$ cat config.mk
export PLATFORM = sky130hd
export DESIGN_NAME = fetch_controller_flat
export DESIGN_NICKNAME = d
export VERILOG_FILES = /design/src/rtl/fetch_pkg.sv /design/src/rtl/fetch_controller_if.sv /design/src/rtl/fetch_fifo.sv /design/src/rtl/fetch_controller.sv /design/src/flat_wrapper.sv
export SDC_FILE = /design/constraint.sdc
export NUM_CORES = 1
export LEC_CHECK = 0
export CORE_UTILIZATION = 45
export DETAILED_ROUTE_END_ITERATION = 16
export HOLD_SLACK_MARGIN = 0.1
export MAX_ROUTING_LAYER = met4
export PLACE_DENSITY = 0.72
export SLEW_MARGIN = 20
export SYNTH_ARGS = -nofsm -noshare
export SYNTH_HDL_FRONTEND = slang
export SYNTH_SLANG_ARGS = --single-unit
$ cat constraint.sdc
create_clock -name clk -period 3.2 [get_ports clk]
set_input_delay 0.8 -clock clk [delete_from_list [all_inputs] [get_ports clk]]
set_output_delay 0.8 -clock clk [all_outputs]
set_load 0.1 [all_outputs]
$ cat src/rtl/fetch_pkg.sv
// Shared fetch-unit definitions.
// Default widths, reset PC and the controller state encoding.
package fetch_pkg;

    localparam int ADDR_W   = 11;
    localparam int DATA_W   = 32;
    localparam int RESET_PC = 0;

    typedef enum logic [1:0] {
        IDLE,
        RUN,
        HALT
    } state_t;

endpackage

$ cat src/rtl/fetch_controller_if.sv
// Fetch controller bus bundle.
// Memory port, redirect/halt controls and the decode-side handshake.
interface fetch_controller_if #(
    parameter int ADDR_W = fetch_pkg::ADDR_W,
    parameter int DATA_W = fetch_pkg::DATA_W
) ();

    logic              imem_en;
    logic [ADDR_W-1:0] imem_addr;
    logic [DATA_W-1:0] imem_rdata;
    logic              redirect_valid;
    logic [ADDR_W-1:0] redirect_pc;
    logic              halt;
    logic              out_valid;
    logic              out_ready;
    logic [DATA_W-1:0] out_instr;
    logic [ADDR_W-1:0] out_pc;
    logic              halted;

    modport master (
        output imem_en,
        output imem_addr,
        input  imem_rdata,
        input  redirect_valid,
        input  redirect_pc,
        input  halt,
        output out_valid,
        input  out_ready,
        output out_instr,
        output out_pc,
        output halted
    );

    modport slave (
        input  imem_en,
        input  imem_addr,
        output imem_rdata,
        output redirect_valid,
        output redirect_pc,
        output halt,
        input  out_valid,
        output out_ready,
        input  out_instr,
        input  out_pc,
        input  halted
    );

endinterface

$ cat src/rtl/fetch_fifo.sv
// Two-entry {pc, instr} buffer between memory and decode.
// The head entry is a register so decode sees stable outputs.
module fetch_fifo #(
    parameter int ADDR_W = fetch_pkg::ADDR_W,
    parameter int DATA_W = fetch_pkg::DATA_W
) (
    input  logic              clk,
    input  logic              rst,
    input  logic              push,
    input  logic [ADDR_W-1:0] push_pc,
    input  logic [DATA_W-1:0] push_instr,
    input  logic              pop,
    input  logic              flush,
    output logic [1:0]        count,
    output logic              head_valid,
    output logic [ADDR_W-1:0] head_pc,
    output logic [DATA_W-1:0] head_instr
);

    logic [ADDR_W-1:0] tail_pc;
    logic [DATA_W-1:0] tail_instr;

    assign head_valid = count != 2'd0;

    // Shift entries towards the head; flush empties without touching data.
    always_ff @(posedge clk) begin
        if (rst) begin
            count      <= 2'd0;
            head_pc    <= '0;
            head_instr <= '0;
            tail_pc    <= '0;
            tail_instr <= '0;
        end else if (flush) begin
            count <= 2'd0;
        end else begin
            unique case ({push, pop})
                2'b10: begin
                    if (count == 2'd0) begin
                        head_pc    <= push_pc;
                        head_instr <= push_instr;
                    end else begin
                        tail_pc    <= push_pc;
                        tail_instr <= push_instr;
                    end
                    count <= count + 2'd1;
                end
                2'b01: begin
                    head_pc    <= tail_pc;
                    head_instr <= tail_instr;
                    count      <= count - 2'd1;
                end
                2'b11: begin
                    if (count == 2'd2) begin
                        head_pc    <= tail_pc;
                        head_instr <= tail_instr;
                        tail_pc    <= push_pc;
                        tail_instr <= push_instr;
                    end else begin
                        head_pc    <= push_pc;
                        head_instr <= push_instr;
                    end
                end
                default: begin
                end
            endcase
        end
    end

endmodule

$ cat src/rtl/fetch_controller.sv
// Instruction fetch controller: PC sequencing, redirect and halt.
// Issues one-cycle-latency reads and buffers responses for decode.
module fetch_controller #(
    parameter int ADDR_W   = 11,
    parameter int DATA_W   = 32,
    parameter int RESET_PC = 0
) (
    input logic          clk,
    input logic          rst,
    fetch_controller_if.master bus
);

    import fetch_pkg::*;

    state_t            state;
    logic [ADDR_W-1:0] pc;
    logic [ADDR_W-1:0] inflight_pc;
    logic              inflight;
    logic              pop;
    logic              push;
    logic              issue;
    logic [1:0]        count;
    logic [2:0]        occupancy;
    logic              head_valid;
    logic [ADDR_W-1:0] head_pc;
    logic [DATA_W-1:0] head_instr;

    // A slot freed by this cycle's pop may be reused by this cycle's issue.
    assign pop       = head_valid && bus.out_ready;
    assign occupancy = {1'b0, count} + {2'b00, inflight};
    assign issue     = (state == RUN) && !bus.redirect_valid && !bus.halt
                       && (occupancy < 3'd2 + {2'b00, pop});
    assign push      = inflight && !bus.redirect_valid;

    assign bus.imem_en   = issue;
    assign bus.imem_addr = pc;
    assign bus.halted    = (state == HALT);
    assign bus.out_valid = head_valid;
    assign bus.out_pc    = head_pc;
    assign bus.out_instr = head_instr;

    // Sequencer: state, pc and the single outstanding read.
    always_ff @(posedge clk) begin
        if (rst) begin
            state       <= IDLE;
            pc          <= ADDR_W'(RESET_PC);
            inflight    <= 1'b0;
            inflight_pc <= '0;
        end else begin
            inflight <= issue;
            if (issue) begin
                inflight_pc <= pc;
            end
            if (bus.redirect_valid) begin
                pc <= bus.redirect_pc;
            end else if (issue) begin
                pc <= pc + 1'b1;
            end
            unique case (state)
                IDLE: state <= bus.halt ? HALT : RUN;
                RUN: begin
                    if (bus.halt && !inflight) begin
                        state <= HALT;
                    end
                end
                HALT: begin
                    if (!bus.halt) begin
                        state <= RUN;
                    end
                end
                default: state <= IDLE;
            endcase
        end
    end

    fetch_fifo #(
        .ADDR_W (ADDR_W),
        .DATA_W (DATA_W)
    ) u_fifo (
        .clk        (clk),
        .rst        (rst),
        .push       (push),
        .push_pc    (inflight_pc),
        .push_instr (bus.imem_rdata),
        .pop        (pop),
        .flush      (bus.redirect_valid),
        .count      (count),
        .head_valid (head_valid),
        .head_pc    (head_pc),
        .head_instr (head_instr)
    );

endmodule

$ cat src/flat_wrapper.sv
// flat-port wrapper written by rule: the top's interface ports become plain ports
module fetch_controller_flat import fetch_pkg::*;
#(
    parameter int ADDR_W   = 11,
    parameter int DATA_W   = 32,
    parameter int RESET_PC = 0
)
  (clk, rst, bus_imem_en, bus_imem_addr, bus_imem_rdata, bus_redirect_valid, bus_redirect_pc, bus_halt, bus_out_valid, bus_out_ready, bus_out_instr, bus_out_pc, bus_halted);
  fetch_controller_if #(.ADDR_W(ADDR_W), .DATA_W(DATA_W)) bus_i ();
  input logic clk;
  input logic rst;
  output wire logic [$bits(bus_i.imem_en)-1:0] bus_imem_en;
  output wire logic [$bits(bus_i.imem_addr)-1:0] bus_imem_addr;
  input wire logic [$bits(bus_i.imem_rdata)-1:0] bus_imem_rdata;
  input wire logic [$bits(bus_i.redirect_valid)-1:0] bus_redirect_valid;
  input wire logic [$bits(bus_i.redirect_pc)-1:0] bus_redirect_pc;
  input wire logic [$bits(bus_i.halt)-1:0] bus_halt;
  output wire logic [$bits(bus_i.out_valid)-1:0] bus_out_valid;
  input wire logic [$bits(bus_i.out_ready)-1:0] bus_out_ready;
  output wire logic [$bits(bus_i.out_instr)-1:0] bus_out_instr;
  output wire logic [$bits(bus_i.out_pc)-1:0] bus_out_pc;
  output wire logic [$bits(bus_i.halted)-1:0] bus_halted;
  assign bus_imem_en = bus_i.imem_en;
  assign bus_imem_addr = bus_i.imem_addr;
  assign bus_i.imem_rdata = bus_imem_rdata;
  assign bus_i.redirect_valid = bus_redirect_valid;
  assign bus_i.redirect_pc = bus_redirect_pc;
  assign bus_i.halt = bus_halt;
  assign bus_out_valid = bus_i.out_valid;
  assign bus_i.out_ready = bus_out_ready;
  assign bus_out_instr = bus_i.out_instr;
  assign bus_out_pc = bus_i.out_pc;
  assign bus_halted = bus_i.halted;
  fetch_controller #(.ADDR_W(ADDR_W), .DATA_W(DATA_W), .RESET_PC(RESET_PC)) u_core (.clk(clk), .rst(rst), .bus(bus_i));
endmodule
==> metrics, run 1 <==
leading cell types by total area after synthesis=dfxtp_1 48%, nand2_1 7.8%, a211oi_1 6.8%, a22oi_1 6.8%, a21oi_1 6.1%; cts repair resizes=0; n_diodes=0; CP startpoint kind=input pin; Final Cell Area=6395 um^2; reg-to-reg slack, setup=0.84 ns; sequential share of the synthesized area=0.4765; antenna-violating nets left=0; syn nets=621; global-route wire length before repair=19160 um; Yosys top cell by area=dfxtp_1; post-cts hold buffer count=0; Filler Cell Count=929; CP Data Required Time=2.40 ns; dpl cell area=5814 um^2; max_slew headroom=0.5473; Worst path max stage delay=0.49 ns; switching share of power=0.2350; most frequent cells in the layout=113 x dfxtp_1, 99 x nand2_1, 66 x buf_4, 57 x a21oi_1, 49 x nor2_1; crit end category=output port; YS warnings=0; post-synthesis cell area=4747 um^2; leak pwr=2.264 nW; share of cells above drive strength 1=0.1662; FFs w/ async S/R, synth=0; WL/cell=14.57 um; Detailed Place HPWL=7420 um; FP Rows=37; setup ws final=0.2720 ns; WP data arrival=2.13 ns; Post-route DRC=0; Vert. Die Dim=104.7 um; commonest non-fill, non-tap cell in the layout=dfxtp_1; Vias=4390; Setup Skew=0.008203 ns; Slew Limit Fails=0; initial drt markers=253; Clock Pin Slew Worst Setup and Hold Paths=0.05 ns; fin crit share=0.9150; Yosys top cell area share=0.4765; DIE WIDTH=104.7 um; 1st-pass router iterations=5; initial antenna violation count=0; Logic pwr share=0.083; vias in the first global route=3911; nets@finish=704; Mapped Cells=566; #FFs+latches synth=113; RR Startpoint=u_core.u_fifo.count[0]$_SDFFE_PP0P_; Syn-to-layout area delta=34.71%; Hold Path End=u_core.u_fifo.tail_pc[3]$_SDFFE_PP0P_; Starting Density=0.4619; power share of the clock group=0.509; GRT Resource Usage Total=0.2213; DP Worst Slack=0.2447 ns; Least-Margin Pin Slew=0.6791 ns; min Tclk post-route=2.928 ns; P_int=0.002714 W; Hold Crit Class=reg -> reg; Seq pwr share=0.407; GPL Wtd Cong=0.7953; CP max stage cell=clkdlybuf4s50_1; gr ovfl total=0; critical path fanouts, max=6; die footprint=10960 um^2; most used cell, CP=o21ai_1; setup bufs post-CTS=0; pin count of the biggest net entering global routing=87; Peak VDD IR=323.9 uV; kind of cell adding the most delay to the critical path=buffers and inverters; I/O pins=105; R2R cell count=5; switching pwr=0.0008339 W; CTS max path bufs=2; run status=finished clean; H-tree depth=4; reg2reg end=u_core.bus.imem_addr[4]$_SDFFE_PP0P_; Core Footprint=10280 um^2; Power Density=554.8 nW/um^2; input/output buffers=104; Setup CP Type=in -> out; RSZ-0062 raised after global routing=false; FMAX=341.5 MHz; Final TNS setup=0 ns; CTS Sinks=113; hold wc startpoint=u_core.u_fifo.tail_pc[3]$_SDFFE_PP0P_; Yosys cell types=47; CP bufs+invs=2; max cap viols=0; syn_area_per_cell=8.387 um^2; TritonCTS clock tree=yes; TritonCTS Buffers=17; drt total wl=11630 um; CTS Root Cell=clkbuf_8; hold path depth=2; vias per cell=5.501; worst-path cell chain=clkdlybuf4s50_1 -> o21ai_1 -> o21ai_1 -> nand2_1 -> nor2_4 -> buf_12; Post-synth EDFFs=0; final setup fails=0; Worst-Skew Late Latency=0.49 ns; Fin. Hold Viols=0; prevailing post-synth register cell=dfxtp_1
worst min-delay path: stages (launching register included):
cell	delay, ns
dfxtp_1	0.30
nand2_1	0.05
a21oi_1	0.05
per-layer routing:
metal  part of all wire  wire [um]  global-route usage
met2               0.50       5809              0.3647
met1               0.45       5197              0.2743
met5                  0          0                   -
met3              0.049        570             0.03805
met4             0.0042         49             0.07545
area by class of cell:
type | instances | area, um^2 | area share
Timing Repair Buffer | 118 | 1076 | 0.1683
Clock inverter | 10 | 107.6 | 0.01683
Sequential cell | 113 | 2262 | 0.3537
Inverter | 9 | 33.78 | 0.005283
Tap cell | 136 | 170.2 | 0.02661
Multi-Input combinational cell | 390 | 2272 | 0.3553
Clock buffer | 22 | 473.0 | 0.07396
power groups by stage:
stage	sequential, W	combinational, W	clock [W]
2_1_floorplan	0.00156	0.0000939	0
3_3_place_gp	0.00147	0.000294	0
3_5_place_dp	0.00147	0.000296	0
4_1_cts	0.00144	0.000297	0.00184
5_1_grt	0.00145	0.000313	0.00191
6_report	0.00145	0.000296	0.00181
cells by family after synthesis:
logic type | after synthesis | synth area share
buffers and inverters | 63 | 0.05640
AND/OR/NAND/NOR | 194 | 0.1769
adder cells (fa/ha/maj) | 7 | 0.01845
flip-flops | 113 | 0.4765
XOR/XNOR | 3 | 0.005536
AO/OA/AOI/OAI | 186 | 0.2662
flip-flops by register name, indices dropped and copies added (netlist names):
name	count
u_core.u_fifo.tail_instr	32
u_core.inflight	1
u_core.u_fifo.head_pc	11
u_core.u_fifo.head_instr	32
u_core.state	2
u_core.bus.imem_addr	11
u_core.u_fifo.count	2
u_core.inflight_pc	11
u_core.u_fifo.tail_pc	11
per-stage QoR:
stage	instances	power, W	utilization	hold slack, ns
3_5_place_dp	766	0.001770	0.5657	0.4462
4_1_cts	798	0.003577	0.6222	0.4531
6_report	798	0.003548	0.6222	0.4513
5_1_grt	798	0.003672	0.6222	0.4693
2_1_floorplan	566	0.001657	-	0.4360
3_3_place_gp	766	0.001767	0.5657	0.4410
synth_stat cells, drive strengths merged, types with 2 or more instances:
cell      n
a211oi   44
nor3      8
ha        7
inv       8
buf      26
nand3     6
nor4      2
nand4    14
nor2     50
clkbuf   28
xor2      2
o21ai     5
nand2    99
o41ai     2
and3      3
a221oi    2
a22oi    43
dfxtp   113
o31ai    14
a21oi    58
a31oi     3
a311oi    7
worst max-delay path by stage:
stage | from | to | slack (ns) | depth (start not counted)
finish | bus_out_ready | bus_imem_en | 0.27 | 6
global route | u_core.u_fifo.count[0]$_SDFFE_PP0P_ | bus_imem_en | 0.20 | 6
floorplan | bus_halt | bus_imem_en | 0.11 | 5
global placement | bus_out_ready | bus_imem_en | 0.28 | 6
CTS | bus_out_ready | bus_imem_en | 0.26 | 6
detailed placement | bus_out_ready | u_core.u_fifo.head_instr[31]$_SDFFE_PP0P_ | 0.24 | 9
(Power assumes the default switching activity.)
==> run 2, diff against run 1 <==
Settings changed: HOLD_SLACK_MARGIN 0.1 to 0.15, TNS_END_PERCENT set to 30.
==> results of run 2 <==
Same layout as run 1: the final DEF is identical, and so are final timing and power.
==> run 3, diff against run 2 <==
Settings changed: CORE_UTILIZATION 45 to 43, PLACE_DENSITY 0.72 to 0.7.
==> metrics, run 3 (synthesis results as in run 1) <==
CTS Root Cell=clkbuf_8; initial antenna violation count=0; Peak VDD IR=375.8 uV; commonest non-fill, non-tap cell in the layout=dfxtp_1; Vias=4381; most frequent cells in the layout=113 x dfxtp_1, 99 x nand2_1, 66 x buf_4, 57 x a21oi_1, 49 x nor2_1; nets@finish=704; n_diodes=0; grt peak-use layer=met2; share of cells above drive strength 1=0.1677; switching share of power=0.2310; TritonCTS clock tree=yes; global routing usage on met3=0.04742; I/O pins=105; Detailed Place HPWL=7473 um; crit end category=output port; fin crit share=0.9227; Pwr Total=0.003759 W; H-tree depth=4; drt total wl=11780 um; Vert. Die Dim=107.1 um; GPL Wtd Cong=0.7756; final setup fails=0; switching pwr=0.0008683 W; Hold Crit Class=reg -> reg; CP startpoint kind=input pin; setup bufs post-CTS=0; GR Util met1=0.2656; antenna-violating nets left=0; Fin. Hold Viols=0; Largest regs=u_core.u_fifo.head_instr x32, u_core.u_fifo.tail_instr x32; CP Data Required Time=2.40 ns; die footprint=11460 um^2; TritonCTS Buffers=17; met2 Use GR=0.3576; P_int=0.002890 W; Seq pwr share=0.384; Power Density=582.3 nW/um^2; input/output buffers=104; run status=finished clean; RSZ-0062 raised after global routing=false; cts repair resizes=0; critical path fanouts, max=6; Clock Pin Slew Worst Setup and Hold Paths=0.06 ns; power share of the clock group=0.536; Logic pwr share=0.079; CTS Sinks=113; pin count of the biggest net entering global routing=87; post-cts hold buffer count=0; gr ovfl total=0; Final TNS setup=0 ns; min Tclk post-route=2.953 ns; max_slew headroom=0.5629; vias in the first global route=4115; leak pwr=2.285 nW; Post-route DRC=0; 1st-pass router iterations=4; CTS max path bufs=2; Least-Margin Pin Slew=0.6557 ns; Setup CP Type=in -> out; WP data arrival=2.15 ns; vias per cell=5.490; initial drt markers=228; Core Footprint=10510 um^2; WL/cell=14.76 um; max cap viols=0; DIE WIDTH=107.1 um; Starting Density=0.4517; FP Rows=37; GRT Resource Usage Total=0.2185; Setup Skew=0.005871 ns; FMAX=338.7 MHz; global-route wire length before repair=19520 um; Syn-to-layout area delta=35.98%; Slew Limit Fails=0; Worst-Skew Late Latency=0.50 ns
==> run 3: power groups by stage <==
stage	logic (W)	clock network, W	registers, W
after floorplan	0.0000939	0	0.00156
after global routing	0.000315	0.00212	0.00145
after detailed placement	0.000297	0	0.00147
after global placement	0.000295	0	0.00147
after CTS	0.000298	0.00205	0.00144
final	0.000298	0.00202	0.00144
==> run 3: area by class of cell <==
cell class	instances	area, um^2
clock buffers	18	427.9
repair buffers	118	1076
inverters	9	33.78
fillers	915	4054
well taps	136	170.2
flip-flops and latches	113	2262
clock inverters	14	212.7
multi-input cells	390	2272
==> run 3: through the flow <==
stage               hold WS, ns  area, um^2  worst slack (ns)  instances    util
CTS                      0.4541        6455            0.2415        798  0.6142
detailed placement       0.4463        5814            0.2409        766  0.5533
finish                   0.4536        6455            0.2475        798  0.6142
global placement         0.4412        5814            0.2660        766  0.5533
floorplan                0.4360        4755            0.1072        566       -
global route             0.4663        6455            0.1914        798  0.6142
==> run 3: path summary, 6_finish.rpt <==
| check | from | slack, ns | to | cells after the start |
|---|---|---|---|---|
| setup / recovery | bus_out_ready | 0.25 | bus_imem_en | 6 |
| hold / removal | u_core.u_fifo.tail_pc[7]$_SDFFE_PP0P_ | 0.45 | u_core.u_fifo.tail_pc[7]$_SDFFE_PP0P_ | 2 |
| setup reg to reg | u_core.u_fifo.count[0]$_SDFFE_PP0P_ | 0.84 | u_core.bus.imem_addr[4]$_SDFFE_PP0P_ | 5 |
| hold reg to reg | u_core.u_fifo.tail_pc[7]$_SDFFE_PP0P_ | 0.45 | u_core.u_fifo.tail_pc[7]$_SDFFE_PP0P_ | 2 |
==> run 3: per-layer routing <==
layer / vias to the layer above / wire [um]
li1: 2230 / -
met1: 2010 / 5387
met2: 127 / 5618
met3: 14 / 618
met4: 0 / 152
met5: - / 0
==> run 3: worst max-delay path, stage by stage <==
cell	delay (ns)
clkdlybuf4s50_1	0.51
o21ai_1	0.20
o21ai_1	0.21
nand2_1	0.12
nor2_4	0.12
buf_12	0.18
